--- config.mk ---
export PLATFORM = sky130hd
export DESIGN_NAME = peripheral_uart_irq_ctrl
export DESIGN_NICKNAME = d
export VERILOG_FILES = /design/src/rtl/peripheral_uart_irq_pkg.sv /design/src/rtl/peripheral_uart_irq_timeout.sv /design/src/rtl/peripheral_uart_irq_ctrl.sv
export SDC_FILE = /design/constraint.sdc
export NUM_CORES = 1
export LEC_CHECK = 0
export CAP_MARGIN = 20
export CORE_MARGIN = 2
export CORE_UTILIZATION = 33
export DETAILED_ROUTE_END_ITERATION = 6
export GPL_ROUTABILITY_DRIVEN = 0
export HOLD_SLACK_MARGIN = 0.15
export PLACE_DENSITY = 0.75
export SETUP_SLACK_MARGIN = 0.5
export SLEW_MARGIN = 30
export SYNTH_ARGS = -nofsm -noshare
export SYNTH_HDL_FRONTEND = slang
export SYNTH_SLANG_ARGS = --single-unit
--- constraint.sdc ---
create_clock -name clk_i -period 1.55 [get_ports clk_i]
set_input_delay 0.465 -clock clk_i [delete_from_list [all_inputs] [get_ports clk_i]]
set_output_delay 0.465 -clock clk_i [all_outputs]
set_load 0.01 [all_outputs]
--- src/rtl/peripheral_uart_irq_pkg.sv ---
// peripheral_uart_irq_pkg: shared IIR codes, interrupt source indices and the
// RX trigger-level helper for the UART interrupt controller.
// Optional feature macro (consumed by the top): PERIPHERAL_UART_MODEM_IRQ_EN.
package peripheral_uart_irq_pkg;

    localparam logic [3:0] IIR_NONE = 4'b0001;
    localparam logic [3:0] IIR_RLS  = 4'b0110;
    localparam logic [3:0] IIR_RDA  = 4'b0100;
    localparam logic [3:0] IIR_CTI  = 4'b1100;
    localparam logic [3:0] IIR_THRE = 4'b0010;
    localparam logic [3:0] IIR_MSI  = 4'b0000;

    // Sources, listed highest priority first.
    typedef enum logic [2:0] {
        SRC_RLS  = 3'd0,
        SRC_RDA  = 3'd1,
        SRC_CTI  = 3'd2,
        SRC_THRE = 3'd3,
        SRC_MSI  = 3'd4
    } irq_src_e;

    localparam int unsigned NUM_SRC = 5;

    // FCR trigger select to RX fill threshold: 1, depth/4, depth/2, depth-2.
    function automatic int unsigned rx_trigger_level(input logic [1:0] sel,
                                                     input int unsigned depth);
        int unsigned lvl;
        case (sel)
            2'd0:    lvl = 1;
            2'd1:    lvl = depth / 4;
            2'd2:    lvl = depth / 2;
            default: lvl = depth - 2;
        endcase
        return lvl;
    endfunction

endpackage

--- src/rtl/peripheral_uart_irq_timeout.sv ---
// peripheral_uart_irq_timeout: character-timeout (CTI) counter and flag.
// Counts character ticks while the RX FIFO holds data and nothing is pushed
// or popped; the flag rises in the same cycle the counter reaches its limit.
module peripheral_uart_irq_timeout #(
    parameter int unsigned TIMEOUT_CHARS = 4
) (
    input  logic clk_i,
    input  logic rstn_i,
    input  logic rx_push_i,
    input  logic rx_pop_i,
    input  logic rx_empty_i,
    input  logic char_tick_i,
    input  logic enable_i,
    output logic cti_o
);

    localparam int unsigned CNT_W = $clog2(TIMEOUT_CHARS + 1);
    localparam logic [CNT_W-1:0] CNT_MAX = CNT_W'(TIMEOUT_CHARS);

    logic [CNT_W-1:0] cnt_q, cnt_d;
    logic             cti_q, cti_d;
    logic             restart;
    logic             cti_set, cti_clr;

    assign restart = rx_push_i | rx_pop_i | rx_empty_i;

    // Idle character counter, saturating at the timeout limit.
    always_comb begin
        cnt_d = cnt_q;
        if (restart) begin
            cnt_d = '0;
        end else if (char_tick_i && (cnt_q != CNT_MAX)) begin
            cnt_d = cnt_q + 1'b1;
        end
    end

    // A pop, an empty FIFO or a disabled RDA enable override a pending set.
    assign cti_set = enable_i & (cnt_d == CNT_MAX);
    assign cti_clr = rx_pop_i | rx_empty_i | ~enable_i;
    assign cti_d   = ~cti_clr & (cti_set | cti_q);

    // Counter and flag registers.
    always_ff @(posedge clk_i or negedge rstn_i) begin
        if (!rstn_i) begin
            cnt_q <= '0;
            cti_q <= 1'b0;
        end else begin
            cnt_q <= cnt_d;
            cti_q <= cti_d;
        end
    end

    assign cti_o = cti_q;

endmodule

--- src/rtl/peripheral_uart_irq_ctrl.sv ---
// peripheral_uart_irq_ctrl: 16550-style UART interrupt controller.
// Latches one pending flag per source and presents a prioritised IIR code.
// Optional modem-status interrupt: define PERIPHERAL_UART_MODEM_IRQ_EN.
module peripheral_uart_irq_ctrl
    import peripheral_uart_irq_pkg::*;
#(
    parameter int unsigned TX_FIFO_DEPTH = 32,
    parameter int unsigned RX_FIFO_DEPTH = 32,
    parameter int unsigned TIMEOUT_CHARS = 4
) (
    input  logic                             clk_i,
    input  logic                             rstn_i,
    input  logic [3:0]                       ier_i,
    input  logic [1:0]                       trigger_level_i,
    input  logic [$clog2(RX_FIFO_DEPTH):0]   rx_elements_i,
    input  logic [$clog2(TX_FIFO_DEPTH):0]   tx_elements_i,
    input  logic                             rx_push_i,
    input  logic                             rx_pop_i,
    input  logic                             tx_push_i,
    input  logic                             lsr_err_i,
    input  logic                             lsr_rd_i,
    input  logic                             iir_rd_i,
    input  logic                             msr_change_i,
    input  logic                             msr_rd_i,
    input  logic                             char_tick_i,
    output logic                             interrupt_o,
    output logic [3:0]                       iir_o
);

    localparam int unsigned RX_W = $clog2(RX_FIFO_DEPTH) + 1;

    logic [RX_W-1:0]    trig_level;
    logic               rx_trig;
    logic               rx_empty;
    logic               tx_empty;
    logic               rls_q, rls_d;
    logic               rda_q, rda_d;
    logic               thre_q, thre_d;
    logic               tx_empty_q;
    logic               thre_en_q;
    logic               thre_set, thre_clr;
    logic               cti_flag;
    logic               msi_flag;
    logic [NUM_SRC-1:0] pend;
    logic [3:0]         iir_code;

    assign trig_level = RX_W'(rx_trigger_level(trigger_level_i, RX_FIFO_DEPTH));
    assign rx_trig    = rx_elements_i >= trig_level;
    assign rx_empty   = rx_elements_i == '0;
    assign tx_empty   = tx_elements_i == '0;

    // Each set term already includes its IER bit, so a cleared enable drops the flag.
    assign rls_d = ier_i[2] & (lsr_err_i | (rls_q & ~lsr_rd_i));
    assign rda_d = ier_i[0] & rx_trig;

    // THRE fires on a drain to empty or on enabling while already empty.
    assign thre_set = ier_i[1] & tx_empty & (~tx_empty_q | ~thre_en_q);
    assign thre_clr = tx_push_i | (iir_rd_i & (iir_code == IIR_THRE));
    assign thre_d   = ier_i[1] & ~thre_clr & (thre_set | thre_q);

    // Latched source flags plus the edge-detect history for THRE.
    always_ff @(posedge clk_i or negedge rstn_i) begin
        if (!rstn_i) begin
            rls_q      <= 1'b0;
            rda_q      <= 1'b0;
            thre_q     <= 1'b0;
            tx_empty_q <= 1'b1;
            thre_en_q  <= 1'b0;
        end else begin
            rls_q      <= rls_d;
            rda_q      <= rda_d;
            thre_q     <= thre_d;
            tx_empty_q <= tx_empty;
            thre_en_q  <= ier_i[1];
        end
    end

    peripheral_uart_irq_timeout #(
        .TIMEOUT_CHARS (TIMEOUT_CHARS)
    ) u_timeout (
        .clk_i       (clk_i),
        .rstn_i      (rstn_i),
        .rx_push_i   (rx_push_i),
        .rx_pop_i    (rx_pop_i),
        .rx_empty_i  (rx_empty),
        .char_tick_i (char_tick_i),
        .enable_i    (ier_i[0]),
        .cti_o       (cti_flag)
    );

`ifdef PERIPHERAL_UART_MODEM_IRQ_EN
    logic msi_q, msi_d;

    assign msi_d = ier_i[3] & (msr_change_i | (msi_q & ~msr_rd_i));

    // Modem-status flag; a change pulse beats a same-cycle MSR read.
    always_ff @(posedge clk_i or negedge rstn_i) begin
        if (!rstn_i) begin
            msi_q <= 1'b0;
        end else begin
            msi_q <= msi_d;
        end
    end

    assign msi_flag = msi_q;
`else
    logic unused_msi;

    assign unused_msi = ^{ier_i[3], msr_change_i, msr_rd_i};
    assign msi_flag   = 1'b0;
`endif

    assign pend[SRC_RLS]  = rls_q;
    assign pend[SRC_RDA]  = rda_q;
    assign pend[SRC_CTI]  = cti_flag;
    assign pend[SRC_THRE] = thre_q;
    assign pend[SRC_MSI]  = msi_flag;

    // Priority encoder over registered flags only.
    always_comb begin
        iir_code = IIR_NONE;
        if (pend[SRC_RLS]) begin
            iir_code = IIR_RLS;
        end else if (pend[SRC_RDA]) begin
            iir_code = IIR_RDA;
        end else if (pend[SRC_CTI]) begin
            iir_code = IIR_CTI;
        end else if (pend[SRC_THRE]) begin
            iir_code = IIR_THRE;
        end else if (pend[SRC_MSI]) begin
            iir_code = IIR_MSI;
        end
    end

    assign iir_o       = iir_code;
    assign interrupt_o = ~iir_code[0];

endmodule

# Yosys cells after proc, flatten, opt, wreduce, memory -nomap -nowiden
# Index checks and enable logic that the tools add are counted.
# totals
register_bits,9
latch_bits,0
ram_bits,0
rom_bits,0
out_inout_bits,5
wordCells,51
mem_count,0
# op_classes
n_addsub,1
n_mul,0
div,0
magnitude_cmp,1
eq_ne,5
n_shift,0
n_mux,7
bitwise_logic,26
n_reduce_logical,4
# op_table
operator,n
$pmux 5 s3,1
$logic_not 6->1,2
$mux 4,3
$and 1x1->1,10
$or 1x1->1,9
$not 1->1,7
$ge 6x6->1,1
$mux 3,2
$eq 4x2->1 const B,1
$add 3x1->3 const B,1
$eq 3x3->1 const B,1
$ne 3x3->1 const B,1
$eq 2x1->1 const B,1
$eq 2x2->1 const B,1
$logic_not 2->1,1
$mux 2,1
$logic_and 1x1->1,1

# Longest topological paths before layout
# depth
word_depth,10
ltp_mapped,6
depth_no_buf,6

# Cells and area by module
# From an unflattened synthesis, not the netlist that was laid out.
# unflattened
cells_unflattened,64
area_unflattened_um2,633.1
# modules_own_cells
module,n_inst,cells_each,area_each_um2
peripheral_uart_irq_ctrl,1,39,376.6
peripheral_uart_irq_timeout,1,25,256.5

# Least setup slack after synthesis
# OpenSTA, ideal clock, no wires.
# synth_timing
path_kind,reg2out
startpoint,register rda_q
endpoint,output port iir_o[0]
arrival_time_ns,1.240
required_time_ns,1.085
slack_ns,-0.155
path_stages_with_launch,4
path_cell_list,dfrtp_1 > or3_1 > or2_2 > inv_1
# synth_via
elab_chain_len,2
# synth_rtl
element,line_no,source
"start, declared",peripheral_uart_irq_ctrl.sv:37,"logic rda_q, rda_d;"
"start signal, assigned",peripheral_uart_irq_ctrl.sv:71,rda_q <= rda_d;
$mux 4,peripheral_uart_irq_ctrl.sv:124,end else if (pend[SRC_RDA]) begin
$mux 4,peripheral_uart_irq_ctrl.sv:122,if (pend[SRC_RLS]) begin
"end, declared",peripheral_uart_irq_ctrl.sv:27,output logic [3:0] iir_o
# No other way between the ends.

# Final worst setup path
# layout_timing
startpoint,register rls_q
endpoint,output port iir_o[0]
# layout_via
elab_chain_len,1
# layout_rtl
element,line_no,source
"start, declared",peripheral_uart_irq_ctrl.sv:36,"logic rls_q, rls_d;"
"start signal, assigned",peripheral_uart_irq_ctrl.sv:70,rls_q <= rls_d;
$mux 4,peripheral_uart_irq_ctrl.sv:122,
# No other way between the ends.

==> out/metrics.cfg <==
[finish]
stdcell_count = 141
finalNetCount = 153
most-common-layout-cells = buf_6 (15), clkdlybuf4s50_1 (13), buf_4 (9), dfrtp_1 (8), nor2_1 (6)
diodes = 0
final_common_cell = buf_6
drive_gt1_frac = 0.543
post-route-util = 0.730
synthToLayoutAreaGrowth_pct = 109

[timing]
tns_ps = -1400
tightest_slew_ps = 432
setup_viol = 5
slew_viol_final = 0
rsz0062_at_grt = true
fin_crit_ps = 1900
relSlewSlack = 0.711
skew_ps = 4.85
fin_crit_sh = 1.22
postLayoutSetupSlackWorst_ps = -347
fmax_mhz = 527
finalHoldViolCount = 0

[die]
die_width_um = 46.8
dieHeight_um = 46.8
io-pin-count = 34
die-area_mm2 = 0.00219
core-area_mm2 = 0.00173
start_util = 0.349
num_rows = 15

[global_routing]
grtUsageTotal = 0.182
grt_max_degree = 10
grt_pass1_vias = 636
grt-ovfl-total = 0
grt_pass1_wl_mm = 2.70
antenna_found_initial = 0

[clocking]
root_buffer = clkbuf_4
cts_tree = built
clk_latency_ps = 260
holdBufCountCts = 0
cts_sinks = 9
path_clk_slew_ps = 60
cts_buffers = 3
cts_htree_levels = 1
cts.path.max_buffers = 2

[worst_setup_path]
path_class = register to output port
end_kind = output port
path_max_fanout = 2
start_kind = register
worstPathArrival_ps = 1430
worstPathRequired_ps = 1080
slowest_delay_ps = 400
path_cells = or3_4, or2_4, inv_2, buf_6
slowest_stage = or3_4

[power_and_ir_drop]
power.density_mw_per_mm2 = 529
irDropWorstVdd_uv = 402
pwr-share-clk = 0.277
p_seq_frac = 0.371
comb_power_share = 0.352
p_sw_frac = 0.267
p_sw_uw = 178
p_leak_nw = 0.566
p_int_uw = 489

[synth]
yosysTopAreaCellShare = 0.332
ys.flop_type = dfrtp_1
synth_cell_types = 27
synth_top_area_cell = dfrtp_1
synth-seq-cells = 9
ys_warn_count = 0
synth_area_um2 = 603
synth_edf_count = 0
synth_area_per_cell_um2 = 9.57
synth_cells = 63
netlist_top_cells_area = dfrtp_1 (33%), ha_1 (15%), nor2_1 (5.6%), dfstp_2 (4.4%), inv_1 (3.7%)
syn_nets = 99
seq_area_frac_synth = 0.376
synthArstFlopShare = 1.00

[routing]
vias = 653
wirelength_mm = 1.84
drt-pass1-iter-count = 4
wl_per_cell_um = 13.1
ant_nets = 0
viasPerCell = 4.63
drt_iter0_markers = 3
drc = 0

[placed_design]
hpwl_mm = 1.26
io_buffers = 30
dpl.cell_count = 127

[flow_run]
drv_cap = 0

[outcome]
violations = negative setup slack
status = complete, but fails checks

[worst_hold_path]
min_path_type = primary input to asynchronous set/reset pin

[flip-flops by register name, summed over array words and instances, names as in the netlist]
register / cells
rda_q: 1
rls_q: 1
thre_en_q: 1
thre_q: 1
tx_empty_q: 1
u_timeout.cnt_q: 3
u_timeout.cti_o: 1
[cells in the mapped netlist, types with 2 or more instances]
cell	count
nand2b_1	3
nand2_1	4
inv_1	6
or3_1	2
ha_1	7
a21oi_1	4
nor2_1	9
nor2b_1	2
dfrtp_1	8
[per-stage QoR]
| stage | hold slack, ps | area (um2) | worst slack (ps) | power (mW) |
|---|---|---|---|---|
| after floorplan | 169 | 624 | -20.4 | 0.314 |
| after global placement | 609 | 1020 | -474 | 0.428 |
| after detailed placement | 616 | 1020 | -522 | 0.433 |
| after CTS | 513 | 1150 | -354 | 0.640 |
| after global routing | 528 | 1260 | -407 | 0.708 |
| final | 506 | 1260 | -347 | 0.667 |
[cell type report]
class                   count  area [um2]
clock buffers               4        26.3
fillers                   135         467
inverters                   6        22.5
multi-input cells          48         492
flip-flops and latches      9         226
well taps                  25        31.3
repair buffers             49         462
[power groups by stage]
stage               Clock, mW  Sequential, mW  Combinational, mW
floorplan                   0           0.252             0.0626
global placement            0           0.250              0.178
detailed placement          0           0.251              0.182
finish                  0.185           0.247              0.234
global route            0.209           0.248              0.251
CTS                     0.192           0.247              0.200
[timing repair]
| item | in CTS | in global routing |
|---|---|---|
| pin swaps | 23 | 18 |
| endpoints found under the setup margin | 12 | 12 |
| resized for setup | 74 | 15 |
| buffers inserted | 6 | 4 |
| endpoints found under the hold margin | 0 | 0 |
[logic make-up after synthesis]
logic type / count (synthesis) / share of synthesized area
DFF: 9 / 0.376
muxes: 1 / 0.0166
buffers and inverters: 6 / 0.0373
AOI/OAI and AO/OA: 11 / 0.133
adders and majority gates: 7 / 0.145
and+or+nand+nor: 28 / 0.278
xor gates and xnor gates: 1 / 0.0145
[final timing paths]
kind / startpoint / cells after the start / to / slack (ps)
min in group clk_i: u_timeout.cti_o$_DFF_PN0_ / 2 / u_timeout.cti_o$_DFF_PN0_ / 640
max reg2reg: u_timeout.cnt_q[1]$_DFF_PN0_ / 6 / u_timeout.cti_o$_DFF_PN0_ / 50
max: rls_q$_DFF_PN0_ / 4 / iir_o[0] / -350
min reg2reg: u_timeout.cti_o$_DFF_PN0_ / 2 / u_timeout.cti_o$_DFF_PN0_ / 640
max in group asynchronous: rstn_i / 1 / tx_empty_q$_DFF_PN1_ / 710
min: rstn_i / 1 / u_timeout.cnt_q[0]$_DFF_PN0_ / 510
[per-layer routing]
layer  vias up  routed length, um  global-route usage
met1       311                740               0.202
met3         2                 46              0.0462
li1        327                  -                   -
met5         -                  0                   0
met2        13               1040               0.342
met4         0                 14              0.0500
[worst max-delay path: cells and delay by family (launching register included)]
kind / cells / cell delay [ps]
buffers and inverters: 2 / 140
and+or+nand+nor: 2 / 650
DFF: 1 / 390
Note: power is estimated with default switching activity, not from simulation.
